$ cat src/rtl/fetch_pkg.sv
// Shared types and defaults for the instruction-fetch front end.
package fetch_pkg;

  typedef logic [31:0] enc_t;
  typedef logic [31:0] val_t;

  localparam enc_t NOP_ENC          = 32'h0000_0000;
  localparam val_t RESET_PC_DEFAULT = 32'h0000_0000;

  typedef struct packed {
    val_t pc;
    enc_t enc;
    logic fault;
  } fetch_entry_t;

  // Fetch addresses are always word aligned.
  function automatic val_t align_pc(input val_t pc);
    return pc & ~val_t'(3);
  endfunction

endpackage

$ cat src/rtl/fetch_queue.sv
// Synchronous FIFO with flush; head is visible combinationally.
// Push and pop may coincide at any occupancy, including full.
module fetch_queue #(
  parameter type          T     = logic [31:0],
  parameter int unsigned  DEPTH = 4,
  localparam int unsigned PTR_W = (DEPTH > 1) ? $clog2(DEPTH) : 1,
  localparam int unsigned CNT_W = $clog2(DEPTH + 1)
) (
  input  logic             clk,
  input  logic             rst_n,
  input  logic             flush_i,
  input  logic             push_i,
  input  T                 data_i,
  input  logic             pop_i,
  output T                 head_o,
  output logic [CNT_W-1:0] count_o,
  output logic             full_o,
  output logic             empty_o
);

  logic [PTR_W-1:0] wr_ptr_q, wr_ptr_d;
  logic [PTR_W-1:0] rd_ptr_q, rd_ptr_d;
  logic [CNT_W-1:0] count_q, count_d;
  logic             do_push, do_pop;
  T                 mem_q [DEPTH];

  function automatic logic [PTR_W-1:0] ptr_inc(input logic [PTR_W-1:0] ptr);
    return (ptr == PTR_W'(DEPTH - 1)) ? '0 : ptr + PTR_W'(1);
  endfunction

  assign empty_o = (count_q == '0);
  assign full_o  = (count_q == CNT_W'(DEPTH));
  assign count_o = count_q;
  assign head_o  = mem_q[rd_ptr_q];
  assign do_pop  = pop_i && !empty_o;
  assign do_push = push_i && (!full_o || do_pop);

  // NOTE: every always_comb output is given a default first, so no path can infer a latch.
  always_comb begin
    wr_ptr_d = wr_ptr_q;
    rd_ptr_d = rd_ptr_q;
    count_d  = count_q;
    if (flush_i) begin
      wr_ptr_d = '0;
      rd_ptr_d = '0;
      count_d  = '0;
    end else begin
      if (do_push) wr_ptr_d = ptr_inc(wr_ptr_q);
      if (do_pop)  rd_ptr_d = ptr_inc(rd_ptr_q);
      count_d = count_q + CNT_W'(do_push) - CNT_W'(do_pop);
    end
  end

  // NOTE: sequential state uses non-blocking assignments so all flops sample pre-edge values.
  always_ff @(posedge clk or negedge rst_n) begin
    if (!rst_n) begin
      wr_ptr_q <= '0;
      rd_ptr_q <= '0;
      count_q  <= '0;
    end else begin
      wr_ptr_q <= wr_ptr_d;
      rd_ptr_q <= rd_ptr_d;
      count_q  <= count_d;
    end
  end

  // NOTE: storage is deliberately not reset; pointers and count alone decide which slots are live.
  always_ff @(posedge clk) begin
    if (do_push) mem_q[wr_ptr_q] <= data_i;
  end

endmodule

$ cat src/rtl/fetch_unit.sv
// Instruction-fetch front end: sequential PCs, in-order imem requests, response queue to decode,
// redirect flush. Define FETCH_PERF_CNT_EN to add the perfFetched/perfStall/perfFlushed counters.
module fetch_unit
  import fetch_pkg::*;
#(
  parameter val_t        RESET_PC  = RESET_PC_DEFAULT,
  parameter int unsigned QDEPTH    = 4,
  parameter int unsigned MAX_OUTST = 2
) (
  input  logic        clk,
  input  logic        rst_n,
  output logic        imemReqValid,
  input  logic        imemReqReady,
  output logic [31:0] imemReqAddr,
  input  logic        imemRspValid,
  input  logic [31:0] imemRspData,
  input  logic        imemRspErr,
  input  logic        redirectValid,
  input  logic [31:0] redirectPc,
  output logic        decValid,
  input  logic        decReady,
  output logic [31:0] decEnc,
  output logic [31:0] decPc,
  output logic        decFault
`ifdef FETCH_PERF_CNT_EN
  ,
  output logic [31:0] perfFetched,
  output logic [31:0] perfStall,
  output logic [31:0] perfFlushed
`endif
);

  localparam int unsigned QCNT_W = $clog2(QDEPTH + 1);
  localparam int unsigned OCNT_W = $clog2(MAX_OUTST + 1);

  val_t              pc_q, pc_d;
  logic [OCNT_W-1:0] drop_q, drop_d;
  logic [QCNT_W-1:0] q_count;
  logic [OCNT_W-1:0] outst;
  logic              q_empty;
  fetch_entry_t      q_head, rsp_entry;
  val_t              tag_head;
  logic              req_fire, rsp_drop, rsp_keep, dec_pop;

  // Credit rule: every in-flight request owns a queue slot, so responses never overflow.
  assign imemReqValid = rst_n && !redirectValid
                        && ((32'(q_count) + 32'(outst)) < QDEPTH)
                        && (32'(outst) < MAX_OUTST);
  assign imemReqAddr  = pc_q;
  assign req_fire     = imemReqValid && imemReqReady;

  // A response is discarded while stale requests are draining or when a redirect lands with it.
  assign rsp_drop  = imemRspValid && (redirectValid || (drop_q != '0));
  assign rsp_keep  = imemRspValid && !rsp_drop;
  assign dec_pop   = !q_empty && decReady;
  assign rsp_entry = '{pc: tag_head, enc: (imemRspErr ? NOP_ENC : imemRspData), fault: imemRspErr};

  fetch_queue #(.T(fetch_entry_t), .DEPTH(QDEPTH)) u_rsp_queue (
    .clk     (clk),
    .rst_n   (rst_n),
    .flush_i (redirectValid),
    .push_i  (rsp_keep),
    .data_i  (rsp_entry),
    .pop_i   (dec_pop),
    .head_o  (q_head),
    .count_o (q_count),
    .full_o  (),
    .empty_o (q_empty)
  );

  // Tag FIFO occupancy is the in-flight count; it pops on every response, kept or dropped.
  fetch_queue #(.T(val_t), .DEPTH(MAX_OUTST)) u_tag_queue (
    .clk     (clk),
    .rst_n   (rst_n),
    .flush_i (1'b0),
    .push_i  (req_fire),
    .data_i  (pc_q),
    .pop_i   (imemRspValid),
    .head_o  (tag_head),
    .count_o (outst),
    .full_o  (),
    .empty_o ()
  );

  always_comb begin
    pc_d   = pc_q;
    drop_d = drop_q;
    if (redirectValid) begin
      pc_d   = align_pc(redirectPc);
      drop_d = outst - OCNT_W'(imemRspValid);
    end else begin
      if (req_fire) pc_d = pc_q + 32'd4;
      if (rsp_drop) drop_d = drop_q - OCNT_W'(1);
    end
  end

  always_ff @(posedge clk or negedge rst_n) begin
    if (!rst_n) begin
      pc_q   <= RESET_PC;
      drop_q <= '0;
    end else begin
      pc_q   <= pc_d;
      drop_q <= drop_d;
    end
  end

  always_comb begin
    decValid = !q_empty;
    decPc    = '0;
    decEnc   = NOP_ENC;
    decFault = 1'b0;
    if (!q_empty) begin
      decPc    = q_head.pc;
      decEnc   = q_head.enc;
      decFault = q_head.fault;
    end
  end

`ifdef FETCH_PERF_CNT_EN
  logic [31:0] fetched_q, fetched_d;
  logic [31:0] stall_q, stall_d;
  logic [31:0] flushed_q, flushed_d;

  // An entry popped in the redirect cycle was delivered, so it counts as fetched, not flushed.
  always_comb begin
    fetched_d = fetched_q + 32'(dec_pop);
    stall_d   = stall_q + 32'(decReady && q_empty);
    flushed_d = flushed_q + 32'(rsp_drop);
    if (redirectValid) flushed_d = flushed_d + 32'(q_count) - 32'(dec_pop);
  end

  always_ff @(posedge clk or negedge rst_n) begin
    if (!rst_n) begin
      fetched_q <= '0;
      stall_q   <= '0;
      flushed_q <= '0;
    end else begin
      fetched_q <= fetched_d;
      stall_q   <= stall_d;
      flushed_q <= flushed_d;
    end
  end

  assign perfFetched = fetched_q;
  assign perfStall   = stall_q;
  assign perfFlushed = flushed_q;
`endif

endmodule

$ cat config.mk
export PLATFORM = sky130hd
export DESIGN_NAME = fetch_unit
export DESIGN_NICKNAME = d
export VERILOG_FILES = /design/src/rtl/fetch_pkg.sv /design/src/rtl/fetch_queue.sv /design/src/rtl/fetch_unit.sv
export SDC_FILE = /design/constraint.sdc
export NUM_CORES = 1
export LEC_CHECK = 0
export CORE_AREA = 4 4 190 146
export DETAILED_ROUTE_END_ITERATION = 16
export DIE_AREA = 0 0 194 150
export GPL_ROUTABILITY_DRIVEN = 0
export PLACE_DENSITY = 0.84
export REMOVE_ABC_BUFFERS = 1
export SLEW_MARGIN = 5
export SYNTH_ARGS = -nofsm -noshare
export SYNTH_HDL_FRONTEND = slang
export SYNTH_HIERARCHICAL = 1
export SYNTH_SLANG_ARGS = --single-unit
$ cat constraint.sdc
create_clock -name clk -period 6.9 [get_ports clk]
set_input_delay 1.38 -clock clk [delete_from_list [all_inputs] [get_ports clk]]
set_output_delay 1.38 -clock clk [all_outputs]
set_load 0.02 [all_outputs]
==> key figures <==
Status
  – Status: finished, final reports clean

Power
  – Power Total: slightly below 5 mW
  – Logic pwr share: roughly a tenth
  – VDD IR max: ~0.22 mV
  – Power density cells: between 200 and 300 mW/mm²
  – Leakage: 5.97 nW
  – Sequential Power Share: between 50 and 60%
  – Sw Share: 22.3%
  – Pint: roughly 3.8 mW
  – Clock Power Share: around 37%
  – NetSw: 1.10 mW

STA
  – Hold Slack: ~0.56 ns
  – Final hold vios: 0
  – Final worst-path setup slack: between 1.5 and 2 ns
  – Fmax achieved: about 190 MHz
  – Clk_skew: just over 0.008 ns
  – Final setup TNS: 0 ns
  – Fin. max-slew vios: 0
  – Tmin final: about 5.2 ns
  – Final setup viols: 0
  – Worst slew margin: around 16%
  – RSZ-0062 raised after global routing: false
  – Actual slew at the worst max-slew pin: 1.25 ns
  – Fin crit share: approximately three quarters

CTS
  – CTS buffer count: 36
  – Clock Root Buffer: clkbuf_16
  – Hold-fix buffers at CTS: 0
  – Longest Clk Path Bufs: 3
  – TritonCTS clock tree: built
  – Postcts setup bufs: 0
  – CTS resizes: 0
  – Sink Count: around 370
  – Worst skew pair latency: roughly 0.5 ns
  – H-tree levels: 2
  – Clk slew on worst S/H paths: about 0.06 ns

GRT
  – Pin count of the biggest net entering global routing: 68
  – Initial antenna violation count: 2
  – First-pass GRT wire length: roughly 49000 µm
  – GRT Util Overall: a little over a fifth
  – GR Overflow Total: 0
  – Vias in the first global route: about 8500

Detailed routing
  – Met3 Routed Length: 2190 µm
  – Routed WL: between 30000 and 40000 µm
  – DR vias: roughly 8200
  – Highest Signal Layer: met5
  – Drt via density: ~5.8
  – WL met1: approximately 13000 µm
  – Drt pass-1 iters: 5
  – Drc violations: 0
  – Detail Route Antenna Nets: 0
  – Routed length on met2: around 15000 µm
  – Mean routed wirelength per cell: approximately 22 µm
  – DR iter-0 viols: 701

Finish
  – Most frequent cells in the layout: edfxtp_1, clkdlybuf4s50_1, nor2b_1
  – Layout cells sized above 1: 17.6%
  – Register area: 0.0108 mm²
  – Nets: around 1100
  – Utilization after layout: between 70% and 80%
  – Layout Area Growth over Synthesis: 20.6%
  – Most common cell after layout, fill and taps aside: edfxtp_1
  – Fillers: around 1600
  – Area occupied by multi-input gates: around 0.004 mm²

Critical path
  – Critical path's most frequent cell: clkdlybuf4s50_1
  – CP Class: in2out
  – Critical path arrival: 3.83 ns
  – Worst path max stage delay: between 0.6 and 0.7 ns
  – Req. time, crit path: roughly 5.5 ns
  – Family with the most delay on the worst path: buffers and inverters
  – Crit-path cells: clkdlybuf4s50_1, buf_4, clkinv_1, and3_1, clkdlybuf4s50_1
  – Critical path peak fanout: 46
  – Startpoint class of the critical path: primary input
  – Worst Setup End Kind: output port
  – Crit path buf inv count: 4
  – Critical Path Slowest Stage Cell: clkinv_1

Place
  – DP HPWL: roughly 18000 µm
  – Dpl ws: between 1.5 and 2 ns
  – I/O Buffers: 165

Run
  – Max Cap Viol: 0

Yosys
  – Avg Inst Size Synth: approximately 18 µm²
  – Post-Syn Area: 0.0151 mm²
  – Post-Synthesis Cells: between 800 and 900
  – Synth warnings: 6

Floorplanning
  – Row count: 51
  – Area of the core: roughly 0.026 mm²
  – Die Wd: ~190 µm
  – Die Ht: approximately 150 µm
  – Ports: 170
  – DIE AREA: 0.0291 mm²
  – Initial core utilization: approximately three fifths

Hold path
  – Worst hold-check path type: reg2reg
==> registers in the layout (all words and copies together) (netlist names) <==
| name | flops |
|---|---|
| drop_q | 2 |
| imemReqAddr | 30 |
| u_rsp_queue/count_o | 3 |
| u_rsp_queue/mem_q | 260 |
| u_rsp_queue/rd_ptr_q | 2 |
| u_rsp_queue/wr_ptr_q | 2 |
| u_tag_queue/count_o | 2 |
| u_tag_queue/mem_q | 64 |
| u_tag_queue/rd_ptr_q | 1 |
| u_tag_queue/wr_ptr_q | 1 |
==> layer usage <==
metal  global-route usage, %  vias to the layer above
li1                        -                     3669
met4                    5.48                        2
met2                    34.6                      308
met3                    4.73                       47
met1                    31.8                     4140
met5                       0                        -
==> area by class of cell <==
cell class / count / area share, %
multi-input combinational: 442 / 22.5
inverter: 12 / 0.248
clock buffer: 45 / 5.43
clock inverter: 15 / 0.660
antenna: 1 / 0.0138
tap: 344 / 2.37
timing repair buffer: 171 / 9.37
sequential: 367 / 59.4
==> worst reg2reg max path, cell delays in order (launching register included) <==
cell and delay (ns):
dfrtp_1 0.47, nor3_2 1.03, nor2b_1 0.18, or4b_4 0.60, and2_4 0.21, a21o_1 0.18, ha_1 0.17, inv_1 0.06
fa_1 0.40, nor2_1 0.09
==> power by group through the flow <==
stage	Combinational [mW]	Sequential, mW	Clock (mW)
final	0.505	2.58	1.84
after detailed placement	0.508	2.62	0
after CTS	0.512	2.58	1.88
after global placement	0.499	2.62	0
after global routing	0.547	2.59	1.99
after floorplan	0.247	2.63	0
==> through the flow <==
step                      area [µm²]  cells
after floorplan                14900    821
after global placement         17100   1336
after detailed placement       17100   1336
after CTS                      18200   1396
after global routing           18200   1397
final                          18200   1397
==> worst paths after layout <==
| kind | startpoint | depth (start not counted) | slack (ns) | endpoint |
|---|---|---|---|---|
| hold reg to reg | imemReqAddr[26]$_DFFE_PN0P_ | 0 | 0.56 | u_tag_queue/mem_q[0][26]$_DFFE_PP_ |
| max in group asynchronous | rst_n | 2 | 5.48 | u_rsp_queue/rd_ptr_q[1]$_DFFE_PN0P_ |
| setup / recovery | redirectValid | 5 | 1.69 | imemReqValid |
| hold / removal | imemReqAddr[26]$_DFFE_PN0P_ | 0 | 0.56 | u_tag_queue/mem_q[0][26]$_DFFE_PP_ |
| setup reg to reg | u_rsp_queue/count_o[1]$_DFF_PN0_ | 9 | 3.46 | u_rsp_queue/count_o[1]$_DFF_PN0_ |
| min in group asynchronous | rst_n | 2 | 0.97 | u_tag_queue/count_o[0]$_DFF_PN0_ |
(Power assumes the default switching activity.)
